$ cat src/rtl/phy_pkg.sv
// ============================================================================
// phy_pkg : shared constants, header layout and state encoding for the frame reader
// Rev 1.0
// ============================================================================
`default_nettype none

package phy_pkg;

   localparam logic [7:0] HDR_TAG_DEFAULT = 8'hA5;
   localparam int         NUM_VCHN        = 4;
   localparam logic [1:0] LAST_VCHN       = 2'(NUM_VCHN - 1);

   localparam int HDR_TAG_LSB  = 24;
   localparam int HDR_VCHN_LSB = 16;
   localparam int HDR_CNT_LSB  = 0;

   typedef enum logic [2:0] {
      ST_IDLE  = 3'd0,
      ST_HDR   = 3'd1,
      ST_RADDR = 3'd2,
      ST_RWAIT = 3'd3,
      ST_DATA  = 3'd4
   } state_t;

   function automatic logic [31:0] make_hdr(input logic [7:0] tag,
                                            input logic [1:0] vchn,
                                            input logic [7:0] cnt);
      logic [31:0] w;
      w = '0;
      w[HDR_TAG_LSB  +: 8] = tag;
      w[HDR_VCHN_LSB +: 2] = vchn;
      w[HDR_CNT_LSB  +: 8] = cnt;
      return w;
   endfunction

endpackage

`default_nettype wire

$ cat src/rtl/phy_frame_reader.sv
// ============================================================================
// phy_frame_reader : walks the four captured channels of a completed frame and
// streams header + data words to the link packer. Rev 1.0
// ============================================================================
`default_nettype none

module phy_frame_reader
   import phy_pkg::*;
#(
   parameter int         RD_LAT  = 1,
   parameter logic [7:0] HDR_TAG = HDR_TAG_DEFAULT
) (
   input  logic        clk,
   input  logic        rst_n,
   input  logic        i_frame_ready,
   input  logic [15:0] i_out_size,
   input  logic [7:0]  i_data_count,
   output logic [1:0]  o_rd_vchn,
   output logic [7:0]  o_rd_addr,
   input  logic [31:0] i_rd_data,
   output logic [31:0] o_out_data,
   output logic        o_out_vld,
   input  logic        i_out_rdy,
   output logic        o_out_sof,
   output logic        o_out_eof,
   output logic [15:0] o_frame_len,
   output logic        o_busy,
   output logic        o_done,
   output logic        o_overrun,
   input  logic        i_clr_ovr
);

   localparam logic [1:0] LAT_LAST = 2'(RD_LAT - 1);

   state_t      state_q, state_d;
   logic [1:0]  vchn_q, vchn_d;
   logic [7:0]  cnt_q, cnt_d;
   logic [7:0]  addr_q, addr_d;
   logic [1:0]  lat_q, lat_d;
   logic [31:0] data_q, data_d;
   logic [15:0] frame_len_q, frame_len_d;
   logic        done_q, done_d;
   logic        ovr_q, ovr_d;
   logic        fr_q;

   logic        w_rise;
   logic        w_more_words;
   logic        w_last_vchn;

   assign w_rise       = i_frame_ready & ~fr_q;
   assign w_last_vchn  = (vchn_q == LAST_VCHN);
   // 9-bit compare so a 255-word channel ends cleanly instead of wrapping
   assign w_more_words = ({1'b0, addr_q} + 9'd1) < {1'b0, cnt_q};

   always_comb begin
      state_d     = state_q;
      vchn_d      = vchn_q;
      cnt_d       = cnt_q;
      addr_d      = addr_q;
      lat_d       = lat_q;
      data_d      = data_q;
      frame_len_d = frame_len_q;
      done_d      = 1'b0;
      ovr_d       = ovr_q;
      o_out_vld   = 1'b0;
      o_out_data  = '0;
      o_out_sof   = 1'b0;
      o_out_eof   = 1'b0;

      if (w_rise && (state_q != ST_IDLE)) begin
         ovr_d = 1'b1;
      end else if (i_clr_ovr) begin
         ovr_d = 1'b0;
      end

      case (state_q)
         ST_IDLE: begin
            if (w_rise) begin
               frame_len_d = i_out_size;
               vchn_d      = 2'd0;
               state_d     = ST_HDR;
            end
         end
         ST_HDR: begin
            // count is sampled every HDR cycle; the buffer half is stable so it cannot change
            cnt_d      = i_data_count;
            o_out_vld  = 1'b1;
            o_out_data = make_hdr(HDR_TAG, vchn_q, i_data_count);
            o_out_sof  = (vchn_q == 2'd0);
            o_out_eof  = w_last_vchn && (i_data_count == 8'd0);
            if (i_out_rdy) begin
               if (i_data_count != 8'd0) begin
                  addr_d  = 8'd0;
                  state_d = ST_RADDR;
               end else if (w_last_vchn) begin
                  done_d  = 1'b1;
                  state_d = ST_IDLE;
               end else begin
                  vchn_d  = vchn_q + 2'd1;
               end
            end
         end
         ST_RADDR: begin
            lat_d   = 2'd0;
            state_d = ST_RWAIT;
         end
         ST_RWAIT: begin
            if (lat_q == LAT_LAST) begin
               data_d  = i_rd_data;
               state_d = ST_DATA;
            end else begin
               lat_d   = lat_q + 2'd1;
            end
         end
         ST_DATA: begin
            o_out_vld  = 1'b1;
            o_out_data = data_q;
            o_out_eof  = w_last_vchn && !w_more_words;
            if (i_out_rdy) begin
               if (w_more_words) begin
                  addr_d  = addr_q + 8'd1;
                  state_d = ST_RADDR;
               end else if (w_last_vchn) begin
                  done_d  = 1'b1;
                  state_d = ST_IDLE;
               end else begin
                  vchn_d  = vchn_q + 2'd1;
                  state_d = ST_HDR;
               end
            end
         end
         default: state_d = ST_IDLE;
      endcase
   end

   always_ff @(posedge clk or negedge rst_n) begin
      if (!rst_n) begin
         state_q     <= ST_IDLE;
         vchn_q      <= 2'd0;
         cnt_q       <= 8'd0;
         addr_q      <= 8'd0;
         lat_q       <= 2'd0;
         data_q      <= 32'd0;
         frame_len_q <= 16'd0;
         done_q      <= 1'b0;
         ovr_q       <= 1'b0;
         fr_q        <= 1'b0;
      end else begin
         state_q     <= state_d;
         vchn_q      <= vchn_d;
         cnt_q       <= cnt_d;
         addr_q      <= addr_d;
         lat_q       <= lat_d;
         data_q      <= data_d;
         frame_len_q <= frame_len_d;
         done_q      <= done_d;
         ovr_q       <= ovr_d;
         fr_q        <= i_frame_ready;
      end
   end

   assign o_rd_vchn   = vchn_q;
   assign o_rd_addr   = addr_q;
   assign o_frame_len = frame_len_q;
   assign o_busy      = (state_q != ST_IDLE);
   assign o_done      = done_q;
   assign o_overrun   = ovr_q;

endmodule

`default_nettype wire
$ cat config.mk
export PLATFORM = sky130hd
export DESIGN_NAME = phy_frame_reader
export DESIGN_NICKNAME = d
export VERILOG_FILES = /design/src/rtl/phy_pkg.sv /design/src/rtl/phy_frame_reader.sv
export SDC_FILE = /design/constraint.sdc
export NUM_CORES = 1
export LEC_CHECK = 0
export CAP_MARGIN = 10
export CORE_ASPECT_RATIO = 0.8
export CORE_MARGIN = 1.5
export CORE_UTILIZATION = 39
export CTS_CLUSTER_SIZE = 30
export DETAILED_ROUTE_END_ITERATION = 10
export GPL_TIMING_DRIVEN = 0
export PLACE_DENSITY = 0.67
export SYNTH_ARGS = -nofsm -noshare
export SYNTH_HDL_FRONTEND = slang
export SYNTH_SLANG_ARGS = --single-unit
$ cat constraint.sdc
create_clock -name clk -period 3.55 [get_ports clk]
set_clock_uncertainty 0.05 [all_clocks]
set_input_delay 0.71 -clock clk [delete_from_list [all_inputs] [get_ports clk]]
set_output_delay 0.71 -clock clk [all_outputs]
set_load 0.05 [all_outputs]
==> results of run 1 <==
-- state kept, by name (all words and copies together), names as in the netlist --
register,flops
cnt_q,8
data_q,32
fr_q,1
lat_q,2
o_done,1
o_frame_len,16
o_overrun,1
o_rd_addr,8
o_rd_vchn,2
state_q,3
-- Yosys cell counts, types with 5 or more instances --
library cell,count
nand2_1,32
o21ai_0,12
ha_1,11
and3_1,23
inv_1,16
a22o_1,8
mux2_2,40
buf_2,6
nor2_1,5
clkbuf_1,9
nand3_1,7
dfrtp_1,74
mux2_4,10
-- worst max-delay path, cell delays in order (launching register included) --
cell,delay [ns]
dfrtp_2,0.40
and3_4,0.20
and3_4,0.18
and2_4,0.15
or2_4,0.24
ha_4,0.22
a21o_1,0.19
a221oi_2,0.25
o211a_1,0.24
o21ai_2,0.08
and2_4,0.16
buf_8,0.14
-- cell type report --
class,count,share of cell area
tap,115,0.0260
multi-input combinational,201,0.306
timing repair buffer,136,0.250
buffer,18,0.0195
clock inverter,5,0.0102
clock buffer,10,0.0414
inverter,16,0.0109
sequential,74,0.336
-- power by group through the flow --
stage	clock network, W	logic, W	registers [W]
after floorplan	0	0.00157	0.00176
after global placement	0	0.00278	0.00140
after detailed placement	0	0.00282	0.00142
after CTS	0.000905	0.00288	0.00140
after global routing	0.000943	0.00304	0.00144
final	0.000886	0.00287	0.00140
-- metrics by stage --
stage	hold WS, ns	power, W	cell area, um^2	cells	TNS, ns
after floorplan	0.364	0.00333	3630	310	0
after global placement	0.410	0.00418	5020	549	-73.76
after detailed placement	0.412	0.00424	5040	550	-0.732
after CTS	0.295	0.00518	5440	571	-0.0148
after global routing	0.305	0.00542	5530	575	-0.0587
final	0.286	0.00515	5530	575	0
-- layer usage --
metal,vias to the layer above,GRT usage,wire length (um),share of wire
met1,1442,0.242,4290,0.46
met2,98,0.297,4340,0.46
li1,1379,-,-,-
met5,-,0,0,0
met4,0,0.0524,71,0.0075
met3,8,0.0705,714,0.076
-- repair_timing --
action / CTS / global route
resized for setup: 24 / 22
endpoints found under the setup margin: 8 / 22
pin swaps: 5 / 8
setup buffers: 6 / 5
gates cloned: 0 / 0
endpoints found under the hold margin: 0 / 0
-- cells by family (layout without fill, tap and decap cells) --
logic type / Yosys count / count (layout) / share of synthesized area
AND/OR/NAND/NOR: 88 / 88 / 0.127
flip-flops: 74 / 74 / 0.511
XOR/XNOR: 4 / 4 / 0.00967
multiplexers: 52 / 52 / 0.171
AO/OA/AOI/OAI: 45 / 45 / 0.0929
adder cells (fa/ha/maj): 12 / 12 / 0.0408
buffers and inverters: 35 / 185 / 0.0466
-- worst max path at each step --
stage | startpoint | end | slack (ns)
final | o_rd_addr[4] | o_out_eof | 0.02
after global routing | o_rd_addr[4] | o_out_eof | -0.06
after CTS | o_rd_addr[3] | o_out_eof | -0.01
after detailed placement | o_rd_addr[0] | o_out_eof | -0.73
after global placement | rst_n | o_rd_addr[0] | -1.26
after floorplan | o_rd_addr[0] | o_out_eof | 0.04
==> flow_summary.toml, run 1 <==
[clock_network]
cts_buffer_depth = 2
htree_num_levels = 3
cts_root_buffer = "clkbuf_16"
cts_made_buffers = 9
worstSkewPairLatency_ns = 0.33
clk_pin_slew_ns = 0.06
clock_sinks = 74
tritoncts = "yes"
ctsHoldBuffers = 0

[placement]
post-place-ws_ns = -0.732
io_buffers = 124
hpwl_mm = 6.91
place.gp.congestion = 0.817

[sta]
fin_ws_ns = 0.0156
slew_headroom = 0.620
finalHoldViolations = 0
period_minus_slack_ns = 3.53
tightest_slew_ns = 0.568
maxSlewViolCount = 0
finalCritPeriodShare = 0.996
fmax_mhz = 283
finalSetupViolations = 0
rsz0062_at_grt = "yes"

[setup_path]
crit_type = "register to output pin"
rrSetupSlack_ns = 0.42
worstPathArrival_ns = 2.77
critPathMaxFanout = 4
critPathCaptureType = "output pin"
startpoint_type = "register"
critPathRequiredTime_ns = 2.79
ff2ff_path_depth = 12
r2r_end = "o_rd_addr[0]"
r2r-start = "o_rd_addr[4]"

[yosys]
syn_inst = 310
syn-cell-area_um2 = 3620
yosys_most_used_dff = "dfrtp_1"
synth_cell_type_count = 44
yosysTopAreaCell = "dfrtp_1"
async_flop_share = 1.00
synth_top_area_share = 0.511
synth.area.top_cells = "dfrtp_1 (51%), mux2_2 (12%), mux2_4 (4.1%), and3_1 (4.0%), ha_1 (3.8%)"
synth-edff-count = 0
avgSynthCellArea_um2 = 11.7
ys_seq_area_frac = 0.511
ys_ff_latch = 74
synth.yosys.warnings = 0
synth_nets = 382

[power]
clkPwrFrac = 0.172
p_leak_nw = 2.74
peakVddDrop_mv = 0.425
power.internal_w = 0.00290
p_switching_w = 0.00225
switching_share = 0.437
combPwrFrac = 0.556
seq_power_share = 0.272
p_per_area_nw_per_um2 = 932

[global_route]
grt_pass1_vias = 2878
grt.total_usage = 0.186
antenna_found_initial = 0
overflow = 0
grt_first_pass_wirelength_mm = 14.4
grt_start_max_net_pins = 43

[floorplanning]
core_region_area_um2 = 9040
rows = 31
dieHeight_um = 89.2
ios = 125
start_util = 0.401
die_w_um = 111
die-area_um2 = 9880

[route]
dr.pass1.iters = 4
drtAntennaViolNets = 0
drt-total-wl_mm = 9.42
post_drt_via_cell_ratio = 5.09
drc = 0
drtIter0Drc = 112
dr_total_vias = 2927
routedWlPerCell_um = 16.4

[min_path]
worstHoldPathType = "input port to asynchronous set/reset pin"

[layout]
fin_util = 0.612
regArea_um2 = 1860
nNetsFinal = 528
mostFrequentLayoutCells = "clkdlybuf4s50_1 (107), dfrtp_1 (69), mux2_2 (40), nand2_1 (32), and3_1 (20)"
multi_input_area_um2 = 1690
num_antenna_cells = 0
syn2layout_area_growth_pct = 52.6
num-fill-cells = 782
layout_commonest_cell = "clkdlybuf4s50_1"
drive_gt1_frac = 0.246

[run]
maxCapViolCount = 0

[status]
status = "complete, no violations"
Power figures use the tool's default switching activity.
==> run 2, diff against run 1 <==
--- a/config.mk
+++ b/config.mk
@@ -12,7 +12,8 @@
 export CTS_CLUSTER_SIZE = 30
 export DETAILED_ROUTE_END_ITERATION = 10
 export GPL_TIMING_DRIVEN = 0
-export PLACE_DENSITY = 0.67
+export HOLD_SLACK_MARGIN = 0.03
+export PLACE_DENSITY_LB_ADDON = 0.05
 export SYNTH_ARGS = -nofsm -noshare
 export SYNTH_HDL_FRONTEND = slang
 export SYNTH_SLANG_ARGS = --single-unit
==> flow_summary.toml, run 2 (synthesis gave the netlist of run 1 again) <==
[status]
status = "finished with violations"
violations = "negative setup slack"

[setup_path]
startpoint_type = "register"
r2r_end = "o_rd_addr[0]"
crit_type = "register to output pin"
crit_slowest_cell = "dfrtp_2"
ff2ff_path_depth = 12
crit_path_max_incr_delay_ns = 0.41
r2r-start = "o_rd_addr[4]"
cp-endpoint = "o_out_eof"
worstPathArrival_ns = 2.87
critPathMaxFanout = 4
crit_start = "o_rd_addr[4]"
critPathRequiredTime_ns = 2.79
rrSetupSlack_ns = 0.33
critPathCaptureType = "output pin"
crit_chain = "and3_4 -> and3_4 -> and2_4 -> or2_4 -> ha_4 -> a21o_1 -> a221oi_4 -> o211a_1 -> o21ai_2 -> and2_4 -> buf_8"

[route]
routedWlPerCell_um = 16.6
drtAntennaViolNets = 0
post_drt_via_cell_ratio = 5.02
drc = 0
dr.pass1.iters = 4
dr_total_vias = 2880
drtIter0Drc = 125
drt-total-wl_mm = 9.52

[layout]
fin_util = 0.612
layout_commonest_cell = "clkdlybuf4s50_1"
regMostFlops = "data_q"
drive_gt1_frac = 0.244
num-fill-cells = 785
stdcell_area_um2 = 5530
largest_reg_flops = 32
syn2layout_area_growth_pct = 52.6
nNetsFinal = 526
fin_cells = 574
mostFrequentLayoutCells = "clkdlybuf4s50_1 (106), dfrtp_1 (69), mux2_2 (40), nand2_1 (32), and3_1 (20)"
num_antenna_cells = 0

[placement]
io_buffers = 124
placed_cells = 550
place_area_um2 = 5030
place.gp.congestion = 0.845
hpwl_mm = 6.78

[power]
combPwrFrac = 0.554
switching_share = 0.434
p_leak_nw = 2.76
p_switching_w = 0.00226
clkPwrFrac = 0.179
seq_power_share = 0.267
p_per_area_nw_per_um2 = 943
power.internal_w = 0.00295
peakVddDrop_mv = 0.481
p_total_w = 0.00521

[sta]
finalCritPeriodShare = 1.02
tightest_slew_ns = 0.627
slew_headroom = 0.578
timing.setup.tns_ns = -0.0832
fmax_mhz = 275
rsz0062_at_grt = "yes"
period_minus_slack_ns = 3.63
finalSetupViolations = 1
maxSlewViolCount = 0
finalHoldViolations = 0
fin_ws_ns = -0.0832

[floorplanning]
start_util = 0.401
core_region_area_um2 = 9040
die_w_um = 111
rows = 31
dieHeight_um = 89.2
die-area_um2 = 9880
ios = 125

[global_route]
grt_pass1_vias = 2957
grt_first_pass_wirelength_mm = 15.0
grt_start_max_net_pins = 43
overflow = 0
grt.total_usage = 0.198
antenna_found_initial = 0

[clock_network]
ctsHoldBuffers = 0
cts_made_buffers = 9
clk_pin_slew_ns = 0.06
tritoncts = "yes"
clock_sinks = 74
cts_root_buffer = "clkbuf_16"
cts_buffer_depth = 2
worstSkewPairLatency_ns = 0.33
htree_num_levels = 3

[run]
maxCapViolCount = 0

[min_path]
worstHoldPathType = "input port to asynchronous set/reset pin"
-- run 2: changes by cell type in the layout (fill, tap and decap cells not counted), moves of 2 or more --
| cell | previous run | this run |
|---|---|---|
| dlymetal6s2s_1 | 13 | 16 |
| buf_4 | 12 | 10 |
| clkbuf_8 | 0 | 2 |
| dlygate4sd2_1 | 2 | 0 |
-- run 2: worst max-delay path: cells and delay by family (launching register included) --
| kind | cells | cell delay [ns] |
|---|---|---|
| and+or+nand+nor | 5 | 0.92 |
| buffers and inverters | 1 | 0.14 |
| adders and majority gates | 1 | 0.22 |
| AOI/OAI and AO/OA | 4 | 0.83 |
| DFF | 1 | 0.41 |
-- run 2: stage by stage --
stage | setup slack (ns) | hold slack, ns
after floorplan | 0.0368 | 0.364
final | -0.0832 | 0.275
after CTS | -0.0299 | 0.287
after global placement | -1.31 | 0.408
after detailed placement | -0.695 | 0.416
after global routing | -0.142 | 0.302
-- run 2: final cells by class --
| type | instances | area [um^2] | area share |
|---|---|---|---|
| timing repair buffer | 134 | 1370 | 0.248 |
| clock buffer | 11 | 253 | 0.0457 |
| sequential | 74 | 1860 | 0.336 |
| buffer | 18 | 108 | 0.0195 |
| inverter | 16 | 60.1 | 0.0109 |
| tap | 115 | 144 | 0.0260 |
| clock inverter | 5 | 52.6 | 0.00951 |
| multi-input combinational | 201 | 1680 | 0.304 |
-- run 2: how the worst min path moves through the flow --
stage | from | end | slack [ns] | cells past startpoint
after global routing | rst_n | o_rd_addr[6] | 0.30 | 1
after global placement | lat_q[0] | lat_q[0] | 0.41 | 2
after detailed placement | lat_q[0] | lat_q[0] | 0.42 | 2
final | rst_n | o_rd_addr[6] | 0.28 | 1
after CTS | rst_n | o_rd_addr[6] | 0.29 | 1
after floorplan | rst_n | cnt_q[0] | 0.36 | 0
-- run 2: power groups by stage --
| stage | Sequential, W | Clock (W) | Combinational, W |
|---|---|---|---|
| 4_1_cts | 0.00139 | 0.000949 | 0.00290 |
| 3_3_place_gp | 0.00139 | 0 | 0.00280 |
| 5_1_grt | 0.00144 | 0.000993 | 0.00307 |
| 3_5_place_dp | 0.00141 | 0 | 0.00283 |
| 2_1_floorplan | 0.00176 | 0 | 0.00157 |
| 6_report | 0.00139 | 0.000934 | 0.00289 |
-- run 2: routing by layer --
layer  vias to the layer above  part of all wire  track usage
li1                       1383                 -            -
met1                      1394              0.44        0.250
met2                        89              0.47        0.321
met3                        14             0.071       0.0692
met4                         0             0.013       0.0723
met5                         -                 0            0
-- run 2: repair_timing --
| action | CTS | global route |
|---|---|---|
| pin swaps | 2 | 7 |
| resized for setup | 21 | 23 |
| setup endpoints to repair | 11 | 20 |
| buffers inserted | 5 | 4 |
==> run 3, diff against run 2 <==
--- a/config.mk
+++ b/config.mk
@@ -7,8 +7,8 @@
 export LEC_CHECK = 0
 export CAP_MARGIN = 10
 export CORE_ASPECT_RATIO = 0.8
-export CORE_MARGIN = 1.5
 export CORE_UTILIZATION = 39
+export CTS_BUF_LIST = sky130_fd_sc_hd__clkbuf_8 sky130_fd_sc_hd__clkbuf_16
 export CTS_CLUSTER_SIZE = 30
 export DETAILED_ROUTE_END_ITERATION = 10
 export GPL_TIMING_DRIVEN = 0
==> flow_summary.toml, run 3 (synthesis gave the netlist of run 1 again) <==
[sta]
fin_ws_ns = -0.0142
finalHoldViolations = 0
slew_headroom = 0.570
rsz0062_at_grt = "yes"
timing.setup.tns_ns = -0.0142
maxSlewViolCount = 0
fmax_mhz = 281
whs_ns = 0.286
finalCritPeriodShare = 1.00
period_minus_slack_ns = 3.56
tightest_slew_ns = 0.639
finalSetupViolations = 1

[route]
routedWlPerCell_um = 16.0
drtAntennaViolNets = 0
dr_total_vias = 2916
drt-total-wl_mm = 9.21
post_drt_via_cell_ratio = 5.08
drtIter0Drc = 112
dr.pass1.iters = 4
drc = 0

[layout]
regArea_um2 = 1860
nNetsFinal = 526
largest_reg_flops = 32
regMostFlops = "data_q"
syn2layout_area_growth_pct = 53.4
layout_commonest_cell = "clkdlybuf4s50_1"
num_antenna_cells = 0
multi_input_area_um2 = 1680
mostFrequentLayoutCells = "clkdlybuf4s50_1 (105), dfrtp_1 (69), mux2_2 (40), nand2_1 (32), and3_1 (20)"
drive_gt1_frac = 0.244
num-fill-cells = 772
stdcell_area_um2 = 5560

[setup_path]
critPathRequiredTime_ns = 2.79
r2r_end = "o_rd_addr[0]"
rrSetupSlack_ns = 0.49
startpoint_type = "register"
worstPathArrival_ns = 2.80
r2r-start = "o_rd_addr[4]"
ff2ff_path_depth = 12
critPathCaptureType = "output pin"
critPathMaxFanout = 4
crit_type = "register to output pin"

[floorplanning]
rows = 31
ios = 125
die_w_um = 110
dieHeight_um = 88.2
die-area_um2 = 9680
core_region_area_um2 = 9040
start_util = 0.401

[global_route]
grt_first_pass_wirelength_mm = 13.8
grt.total_usage = 0.194
overflow = 0
grt_pass1_vias = 2741
grt_start_max_net_pins = 40
antenna_found_initial = 0

[run]
maxCapViolCount = 0

[power]
peakVddDrop_mv = 0.432
p_per_area_nw_per_um2 = 944
p_leak_nw = 2.78
p_total_w = 0.00524

[clock_network]
cts_made_buffers = 9
worstSkewPairLatency_ns = 0.34
cts_buffer_depth = 2
clock_sinks = 74
cts_root_buffer = "clkbuf_16"
clk_pin_slew_ns = 0.06
ctsHoldBuffers = 0
htree_num_levels = 3
tritoncts = "yes"

[placement]
hpwl_mm = 6.52
place_area_um2 = 5030
io_buffers = 124
place.gp.congestion = 0.868

[status]
violations = "negative setup slack"
status = "finished with violations"

[min_path]
worstHoldPathType = "input port to asynchronous set/reset pin"
run 3: cell types whose count changed in the layout (fill, tap and decap cells not counted), sizes merged:
cell,before,now
clkbuf,20,22
clkdlybuf4s50,106,105
clkinv,3,0
clkinvlp,1,2
dlymetal6s2s,16,17
run 3: worst max path at each step:
stage                            start      endpoint
after floorplan           o_rd_addr[0]     o_out_eof
after global placement           rst_n  o_rd_addr[2]
after detailed placement  o_rd_addr[0]     o_out_eof
after CTS                 o_rd_addr[2]     o_out_eof
after global routing      o_rd_addr[4]     o_out_eof
final                     o_rd_addr[4]     o_out_eof
run 3: final cells by class:
type / instances / area share
Clock buffer: 13 / 0.0505
Timing Repair Buffer: 133 / 0.246
Tap cell: 115 / 0.0259
Sequential cell: 74 / 0.334
Buffer: 19 / 0.0214
Multi-Input combinational cell: 201 / 0.303
Inverter: 16 / 0.0108
Clock inverter: 3 / 0.00811
run 3: timing repair:
action,in CTS,in global routing
setup buffers,5,3
setup endpoints to repair,9,21
resized for setup,21,25
pin swaps,3,5
cloned,0,0
run 3: per-layer routing:
metal  global-route usage  share of wire  up-vias  wire [um]
li1                     -              -     1382          -
met1                0.262           0.47     1432       4290
met2                0.285           0.45       87       4140
met3               0.0707          0.068       15        627
met4               0.0703          0.016        0        145
met5                    0              0        -          0
run 3: worst max-delay path, cell delays in order (launching register included):
cell and delay, ns:
dfrtp_2 0.41, and3_4 0.20, and3_4 0.19, and2_4 0.15, or2_4 0.24, ha_4 0.28, and3_4 0.18, nand3_1 0.07
o211a_1 0.21, buf_6 0.12, o21ai_2 0.12, and2_4 0.16, buf_8 0.13
run 3: stage by stage:
stage / std cells / util / setup slack (ns)
6_report: 574 / 0.615 / -0.0142
2_1_floorplan: 310 / - / 0.0368
3_3_place_gp: 549 / 0.555 / -1.32
4_1_cts: 571 / 0.604 / -0.0158
3_5_place_dp: 550 / 0.557 / -0.669
5_1_grt: 574 / 0.615 / -0.123
run 3: where the power goes:
| group | total [W] | internal, W | switching, W |
|---|---|---|---|
| registers | 0.00139 | 0.00121 | 0.000176 |
| logic | 0.00288 | 0.00116 | 0.00172 |
| clock network | 0.000979 | 0.000621 | 0.000357 |
| total | 0.00524 | 0.00300 | 0.00225 |
